$ cat src/rtl/osc_seq_pkg.sv
// Shared types for the oscillator step sequencer: FSM states, the table entry layout
// and the conversion from a step duration in milliseconds to sample pulses.
package osc_seq_pkg;

    typedef enum logic [1:0] {
        IDLE,
        LOAD,
        PLAY,
        GAP
    } state_t;

    typedef struct packed {
        logic [23:0] freq;
        logic [1:0]  wave;
        logic        rest;
        logic [15:0] dur;
    } step_t;

    localparam int SAMPLES_PER_MS = 48;
    localparam int CNT_W          = 22;

    // 65535 ms * 48 pulses still fits the 22-bit pulse counter.
    function automatic logic [CNT_W-1:0] dur_pulses(input logic [15:0] dur);
        return CNT_W'(dur) * CNT_W'(SAMPLES_PER_MS);
    endfunction

endpackage

$ cat src/rtl/osc_seq_if.sv
// Host-side control bus of the sequencer: step table write port plus play controls.
interface osc_seq_if #(
    parameter int STEPS = 16
);
    localparam int IW = $clog2(STEPS);

    logic          i_wr_en;
    logic [IW-1:0] i_wr_addr;
    logic [23:0]   i_wr_freq;
    logic [1:0]    i_wr_wave;
    logic          i_wr_rest;
    logic [15:0]   i_wr_dur;
    logic [IW:0]   i_len;
    logic          i_loop;
    logic          i_start;
    logic          i_stop;

    modport master (
        output i_wr_en, i_wr_addr, i_wr_freq, i_wr_wave, i_wr_rest, i_wr_dur,
        output i_len, i_loop, i_start, i_stop
    );

    modport slave (
        input i_wr_en, i_wr_addr, i_wr_freq, i_wr_wave, i_wr_rest, i_wr_dur,
        input i_len, i_loop, i_start, i_stop
    );

endinterface

$ cat src/rtl/osc_seq_ram.sv
// Step table: one synchronous write port and one registered read port.
// A read and a write to the same entry in one cycle returns the old entry.
module osc_seq_ram
    import osc_seq_pkg::*;
#(
    parameter int  STEPS = 16,
    localparam int IW    = $clog2(STEPS)
) (
    input  logic          i_clk48,
    input  logic          wr_en,
    input  logic [IW-1:0] wr_addr,
    input  step_t         wr_data,
    input  logic [IW-1:0] rd_addr,
    output step_t         rd_data
);

    step_t mem [STEPS];

    // NOTE: the table has no reset so it maps onto plain RAM; entries are undefined until written.
    always_ff @(posedge i_clk48) begin
        if (wr_en) begin
            mem[wr_addr] <= wr_data;
        end
        rd_data <= mem[rd_addr];
    end

endmodule

$ cat src/rtl/osc_sequencer.sv
// Step sequencer feeding one genSaw oscillator with targetf, wave and pause.
// Steps are timed by the oscillator's own sample pulse and played once or looped.
module osc_sequencer
    import osc_seq_pkg::*;
#(
    parameter int  STEPS      = 16,
    parameter int  GAP_PULSES = 48,
    localparam int IW         = $clog2(STEPS)
) (
    input  logic          i_clk48,
    input  logic          i_rst48_n,
    osc_seq_if.slave      ctl,
    input  logic          i_sample_pulse,
    output logic [23:0]   o_targetf,
    output logic [7:0]    o_wave,
    output logic          o_pause,
    output logic          o_busy,
    output logic [IW-1:0] o_step,
    output logic          o_done
);

    state_t           state_q, state_d;
    logic [IW-1:0]    idx_q, idx_d;
    logic [IW:0]      len_q, len_d, len_clamp;
    logic [CNT_W-1:0] cnt_q, cnt_d, limit_q, limit_d;
    logic [23:0]      targetf_d;
    logic [1:0]       wave_q, wave_d;
    logic             pause_d;
    logic [IW-1:0]    step_d;
    logic             done_d;
    logic             last_step;
    logic             advance;
    step_t            wr_step, rd_step;

    assign wr_step   = '{freq: ctl.i_wr_freq, wave: ctl.i_wr_wave,
                         rest: ctl.i_wr_rest, dur: ctl.i_wr_dur};
    assign len_clamp = (ctl.i_len > (IW+1)'(STEPS)) ? (IW+1)'(STEPS) : ctl.i_len;
    assign last_step = ({1'b0, idx_q} + (IW+1)'(1)) == len_q;
    assign o_busy    = (state_q != IDLE);
    assign o_wave    = {6'b0, wave_q};

    // The read address is the next index, so table data is ready during the LOAD cycle.
    osc_seq_ram #(.STEPS(STEPS)) u_ram (
        .i_clk48 (i_clk48),
        .wr_en   (ctl.i_wr_en),
        .wr_addr (ctl.i_wr_addr),
        .wr_data (wr_step),
        .rd_addr (idx_d),
        .rd_data (rd_step)
    );

    always_comb begin
        // NOTE: every variable gets a default first so this process never infers a latch.
        state_d   = state_q;
        idx_d     = idx_q;
        len_d     = len_q;
        cnt_d     = cnt_q;
        limit_d   = limit_q;
        targetf_d = o_targetf;
        wave_d    = wave_q;
        pause_d   = o_pause;
        step_d    = o_step;
        done_d    = 1'b0;
        advance   = 1'b0;

        if (ctl.i_stop) begin
            state_d = IDLE;
            pause_d = 1'b1;
        end else if (ctl.i_start && (ctl.i_len != '0)) begin
            state_d = LOAD;
            idx_d   = '0;
            len_d   = len_clamp;
            cnt_d   = '0;
        end else begin
            case (state_q)
                IDLE: pause_d = 1'b1;
                LOAD: begin
                    // Zero-length steps are skipped without touching the oscillator.
                    if (rd_step.dur == '0) begin
                        advance = 1'b1;
                    end else begin
                        targetf_d = rd_step.freq;
                        wave_d    = rd_step.wave;
                        pause_d   = rd_step.rest;
                        step_d    = idx_q;
                        limit_d   = dur_pulses(rd_step.dur);
                        cnt_d     = '0;
                        state_d   = PLAY;
                    end
                end
                PLAY: begin
                    if (i_sample_pulse) begin
                        if (cnt_q + CNT_W'(1) == limit_q) begin
                            cnt_d = '0;
                            if (GAP_PULSES == 0) begin
                                advance = 1'b1;
                            end else begin
                                state_d = GAP;
                                pause_d = 1'b1;
                            end
                        end else begin
                            cnt_d = cnt_q + CNT_W'(1);
                        end
                    end
                end
                GAP: begin
                    if (i_sample_pulse) begin
                        if (cnt_q + CNT_W'(1) == CNT_W'(GAP_PULSES)) begin
                            cnt_d   = '0;
                            advance = 1'b1;
                        end else begin
                            cnt_d = cnt_q + CNT_W'(1);
                        end
                    end
                end
                default: state_d = IDLE;
            endcase

            if (advance) begin
                if (!last_step) begin
                    idx_d   = idx_q + 1'b1;
                    state_d = LOAD;
                end else if (ctl.i_loop) begin
                    idx_d   = '0;
                    state_d = LOAD;
                end else begin
                    state_d = IDLE;
                    pause_d = 1'b1;
                    done_d  = 1'b1;
                end
            end
        end
    end

    // NOTE: registers take non-blocking assignments; the combinational block above uses blocking.
    always_ff @(posedge i_clk48 or negedge i_rst48_n) begin
        if (!i_rst48_n) begin
            state_q   <= IDLE;
            idx_q     <= '0;
            len_q     <= '0;
            cnt_q     <= '0;
            limit_q   <= '0;
            o_targetf <= '0;
            wave_q    <= '0;
            o_pause   <= 1'b1;
            o_step    <= '0;
            o_done    <= 1'b0;
        end else begin
            state_q   <= state_d;
            idx_q     <= idx_d;
            len_q     <= len_d;
            cnt_q     <= cnt_d;
            limit_q   <= limit_d;
            o_targetf <= targetf_d;
            wave_q    <= wave_d;
            o_pause   <= pause_d;
            o_step    <= step_d;
            o_done    <= done_d;
        end
    end

endmodule
$ cat src/flat_wrapper.sv
// flat-port wrapper written by rule: the top's interface ports become plain ports
module osc_sequencer_flat import osc_seq_pkg::*;
#(
    parameter int  STEPS      = 16,
    parameter int  GAP_PULSES = 48,
    localparam int IW         = $clog2(STEPS)
)
  (i_clk48, i_rst48_n, i_sample_pulse, o_targetf, o_wave, o_pause, o_busy, o_step, o_done, ctl_i_wr_en, ctl_i_wr_addr, ctl_i_wr_freq, ctl_i_wr_wave, ctl_i_wr_rest, ctl_i_wr_dur, ctl_i_len, ctl_i_loop, ctl_i_start, ctl_i_stop);
  osc_seq_if #(.STEPS(STEPS)) ctl_i ();
  input  logic i_clk48;
  input  logic i_rst48_n;
  input  logic i_sample_pulse;
  output logic [23:0] o_targetf;
  output logic [7:0] o_wave;
  output logic o_pause;
  output logic o_busy;
  output logic [IW-1:0] o_step;
  output logic o_done;
  input wire logic [$bits(ctl_i.i_wr_en)-1:0] ctl_i_wr_en;
  input wire logic [$bits(ctl_i.i_wr_addr)-1:0] ctl_i_wr_addr;
  input wire logic [$bits(ctl_i.i_wr_freq)-1:0] ctl_i_wr_freq;
  input wire logic [$bits(ctl_i.i_wr_wave)-1:0] ctl_i_wr_wave;
  input wire logic [$bits(ctl_i.i_wr_rest)-1:0] ctl_i_wr_rest;
  input wire logic [$bits(ctl_i.i_wr_dur)-1:0] ctl_i_wr_dur;
  input wire logic [$bits(ctl_i.i_len)-1:0] ctl_i_len;
  input wire logic [$bits(ctl_i.i_loop)-1:0] ctl_i_loop;
  input wire logic [$bits(ctl_i.i_start)-1:0] ctl_i_start;
  input wire logic [$bits(ctl_i.i_stop)-1:0] ctl_i_stop;
  assign ctl_i.i_wr_en = ctl_i_wr_en;
  assign ctl_i.i_wr_addr = ctl_i_wr_addr;
  assign ctl_i.i_wr_freq = ctl_i_wr_freq;
  assign ctl_i.i_wr_wave = ctl_i_wr_wave;
  assign ctl_i.i_wr_rest = ctl_i_wr_rest;
  assign ctl_i.i_wr_dur = ctl_i_wr_dur;
  assign ctl_i.i_len = ctl_i_len;
  assign ctl_i.i_loop = ctl_i_loop;
  assign ctl_i.i_start = ctl_i_start;
  assign ctl_i.i_stop = ctl_i_stop;
  osc_sequencer #(.STEPS(STEPS), .GAP_PULSES(GAP_PULSES)) u_core (.i_clk48(i_clk48), .i_rst48_n(i_rst48_n), .ctl(ctl_i), .i_sample_pulse(i_sample_pulse), .o_targetf(o_targetf), .o_wave(o_wave), .o_pause(o_pause), .o_busy(o_busy), .o_step(o_step), .o_done(o_done));
endmodule
$ cat config.mk
export PLATFORM = sky130hd
export DESIGN_NAME = osc_sequencer_flat
export DESIGN_NICKNAME = d
export VERILOG_FILES = /design/src/rtl/osc_seq_pkg.sv /design/src/rtl/osc_seq_if.sv /design/src/rtl/osc_seq_ram.sv /design/src/rtl/osc_sequencer.sv /design/src/flat_wrapper.sv
export SDC_FILE = /design/constraint.sdc
export NUM_CORES = 1
export LEC_CHECK = 0
export CAP_MARGIN = 20
export CELL_PAD_IN_SITES_DETAIL_PLACEMENT = 0
export CELL_PAD_IN_SITES_GLOBAL_PLACEMENT = 1
export CORE_MARGIN = 8
export CORE_UTILIZATION = 45
export CTS_CLUSTER_SIZE = 40
export DETAILED_ROUTE_END_ITERATION = 10
export PLACE_DENSITY = 0.81
export SYNTH_ARGS = -nofsm -noshare
export SYNTH_HDL_FRONTEND = slang
export SYNTH_SLANG_ARGS = --single-unit
$ cat constraint.sdc
create_clock -name i_clk48 -period 5 [get_ports i_clk48]
set_input_delay 1.25 -clock i_clk48 [delete_from_list [all_inputs] [get_ports i_clk48]]
set_output_delay 1.25 -clock i_clk48 [all_outputs]
set_load 0.02 [all_outputs]
==> impl_metrics.toml, run 1 <==
[status]
status = "complete, no violations"

[place]
place_worst_setup_slack_ps = 53.4
place_area_sq_um = 36800
hpwl_um = 45500
io_buffers = 91
gp_congestion = 0.807

[cts]
cts_root_buf = "clkbuf_16"
cts.htree.levels = 3
cts_sinks = 814
path_clk_slew_ps = 60
clkLatencyLatePin_ps = 650
cts_buffer_depth = 3
cts_hold_buf = 0
cts_tree = "yes"
numCtsBuffers = 84

[setup_path]
r2r_setup_slack_ps = 260
critPathLaunchType = "flop"
cp.arrival_ps = 5280
crit_fanout = 80
r2r-end = "u_core.u_ram.rd_data[36]"
worstPathRequired_ps = 5540
worstSetupStartpoint = "u_core.cnt_q[0]"
reg2regPathDepth = 12
r2r_start = "u_core.cnt_q[0]"
critical_path_class = "flop to flop"
crit_path_end = "u_core.u_ram.rd_data[36]"
end_kind = "flop"

[timing]
layout_setup_ws_ps = 261
slew_viol_final = 0
hold_violations = 0
worst_pin_slew_ps = 1000
maxSlewHeadroom_pct = 33.2
clock_skew_ps = 55.6
max_freq_ghz = 0.211
timing.final.crit_period_ps = 4740
rsz0062_at_grt = "yes"
period_share_pct = 94.8
setup_viol = 0
hold_ws_ps = 414

[logic_synthesis]
netlist_instances = 2495
synth_area_sq_um = 34600
synth-async-reset-ratio_pct = 10.2
ys.flop_type = "edfxtp_1"
synth_area_per_cell_sq_um = 13.9
ys_warn_count = 0
synth_top_area_share_pct = 59.7
seq_area_frac_synth_pct = 68.2
synth_area_leaders = "edfxtp_1 (60%), dfrtp_1 (5.9%), mux2i_1 (5.0%)"
yosys.cell_types.count = 69
ys_ff_latch = 814
synth_edf_count = 688
yosysTopAreaCell = "edfxtp_1"

[routing]
firstDrtPassIters = 5
viasPerCell = 6.02
postRouteAntennaNets = 0
drt_wl_total_um = 89500
wl_per_cell_um = 24.6
num_vias = 21900
drt_iter0_drc = 2151
drcViolationCount = 0

[grt]
overflow = 0
grt_pass1_wl_um = 134000
grt_max_degree = 111
grt_pass1_vias = 21600
groute.usage.overall_pct = 20.1
antenna_found_initial = 4

[floorplan]
rows = 101
die_h_um = 293
die-area_sq_um = 86000
fp.coreArea_sq_um = 76100
pin_count = 98
start_util_pct = 45.5
die_w_um = 293

[finish]
fin_util_pct = 52.3
drive_gt1_share_pct = 9.29
post-route-cell-area_sq_um = 39800
nNetsFinal = 2627
area_delta_synth_final_pct = 15.0

[job]
timing.max_cap.violations = 0

[power]
peakVddDrop_uv = 246
p_per_area_nw_per_um2 = 403
power_leakage_nw = 13.6

[min_path]
hold_path_class = "flop to flop"
## critical path: stages (launching register included)
cell and delay, ps:
dfrtp_1 430, ha_1 300, and4_1 410, nand4_1 280, or4_1 560, a2bb2oi_1 350, a41oi_1 270, o21ai_4 280
and3_4 310, buf_12 310, a211oi_1 140, a2111oi_1 690, or4_1 220
## flip-flops by register name, summed over array words and instances, names as in the netlist, 4 cells and up
signal                flops
u_core.limit_q           18
u_core.idx_q              4
u_core.len_q              5
u_core.o_targetf         24
u_core.u_ram.mem        688
u_core.u_ram.rd_data     43
u_core.o_step             4
u_core.cnt_q             22
## what timing repair did
| item | 4_1_cts | 5_1_grt |
|---|---|---|
| gates resized for setup | 0 | 8 |
| buffers inserted | 0 | 1 |
| endpoints found under the hold margin | 0 | 0 |
| setup endpoints to repair | 0 | 14 |
## kinds of logic (layout without fill, tap and decap cells)
family / Yosys count / in the layout / share of synthesized area (%)
buf+inv: 420 / 525 / 5.14
other cells: 1 / 9 / 0.0108
mux: 177 / 177 / 5.15
compound gates: 649 / 649 / 13.6
simple gates: 347 / 347 / 5.14
fa+ha+maj: 34 / 34 / 1.25
xor+xnor: 53 / 53 / 1.46
flops: 814 / 814 / 68.2
## layout make-up
| cell class | count | area (sq um) |
|---|---|---|
| fillers | 6192 | 36300 |
| flip-flops and latches | 814 | 23600 |
| multi-input cells | 1266 | 9410 |
| clock buffers | 114 | 2350 |
| repair buffers | 160 | 1810 |
| well taps | 1030 | 1290 |
| inverters | 208 | 788 |
| clock inverters | 43 | 554 |
| diodes | 3 | 7.51 |
## per-layer routing
metal  global-route usage (%)  share of wire (%)  vias up  wire length, um
met5                        0              0.015        -               13
met4                     5.36                2.2        2             2010
met3                     3.67                7.6      152             6770
met2                     33.2                 48      911            43200
met1                     27.3                 42    11000            37500
li1                         -                  -     9810                -
## report_power, final
| group | total, W | internal, W | leakage, nW | switching, W |
|---|---|---|---|---|
| combinational | 0.00168 | 0.000689 | 4.48 | 0.000996 |
| sequential | 0.00784 | 0.00767 | 7.67 | 0.000170 |
| clock | 0.00651 | 0.00388 | 1.42 | 0.00262 |
| total | 0.0160 | 0.0122 | 13.6 | 0.00379 |
## stage by stage
stage | setup TNS, ps | power (W) | cells
finish | 0 | 0.0160 | 3638
global route | -17.3 | 0.0166 | 3635
detailed placement | 0 | 0.00966 | 3476
CTS | 0 | 0.0161 | 3633
global placement | 0 | 0.00962 | 3476
floorplan | 0 | 0.00901 | 2500
## Yosys cell counts, drive strengths merged, types with 4 or more instances
| master | instances |
|---|---|
| edfxtp | 688 |
| inv | 208 |
| a31oi | 179 |
| a211oi | 174 |
| a2111oi | 173 |
| mux2i | 173 |
| nand2 | 147 |
| clkbuf | 129 |
| buf | 83 |
| dfrtp | 82 |
| o21ai | 64 |
| or4 | 47 |
| dfxtp | 43 |
| nor2 | 41 |
| ha | 33 |
| xnor2 | 32 |
| xor2 | 18 |
| a21oi | 17 |
| nand4 | 14 |
| nor3 | 14 |
| nand2b | 13 |
| nand3 | 12 |
| o31ai | 10 |
| and3 | 9 |
| nor2b | 9 |
| nor4 | 8 |
| and2 | 7 |
| a21o | 6 |
| nand3b | 6 |
| and4 | 5 |
| o41ai | 5 |
| or2 | 5 |
| mux2 | 4 |
## placed cells by master (no fill, tap or decap), types with 18 or more instances in the layout
master | netlist | final
nor2_1 | 41 | 29
a2111oi_0 | 173 | 170
nand2_1 | 147 | 147
inv_1 | 205 | 205
dfxtp_1 | 43 | 43
buf_12 | 0 | 28
or4_1 | 46 | 46
ha_1 | 33 | 33
dfrtp_1 | 82 | 82
xor2_1 | 18 | 18
xnor2_1 | 32 | 32
clkdlybuf4s50_1 | 0 | 90
mux2i_1 | 173 | 173
edfxtp_1 | 688 | 688
a211oi_1 | 173 | 173
a31oi_1 | 178 | 178
clkbuf_16 | 0 | 87
o21ai_0 | 61 | 60
buf_4 | 24 | 38
clkbuf_1 | 127 | 19
## how the worst min path moves through the flow
stage                                   from                   end  slack (ps)  cells after the start
floorplan           u_core.u_ram.rd_data[19]   u_core.o_targetf[0]         400                      2
global placement    u_core.u_ram.rd_data[39]  u_core.o_targetf[20]         410                      2
detailed placement  u_core.u_ram.rd_data[41]  u_core.o_targetf[22]         410                      2
CTS                 u_core.u_ram.rd_data[36]  u_core.o_targetf[17]         420                      2
global route        u_core.u_ram.rd_data[29]  u_core.o_targetf[10]         450                      2
finish              u_core.u_ram.rd_data[36]  u_core.o_targetf[17]         410                      2
Note: power is estimated with default switching activity, not from simulation.
==> run 2, diff against run 1 <==
--- a/config.mk
+++ b/config.mk
@@ -12,6 +12,7 @@
 export CORE_UTILIZATION = 45
 export CTS_CLUSTER_SIZE = 40
 export DETAILED_ROUTE_END_ITERATION = 10
+export HOLD_SLACK_MARGIN = 0.15
 export PLACE_DENSITY = 0.81
 export SYNTH_ARGS = -nofsm -noshare
 export SYNTH_HDL_FRONTEND = slang
==> results of run 2 <==
Same layout as run 1: the final DEF is identical, and so are final timing and power.
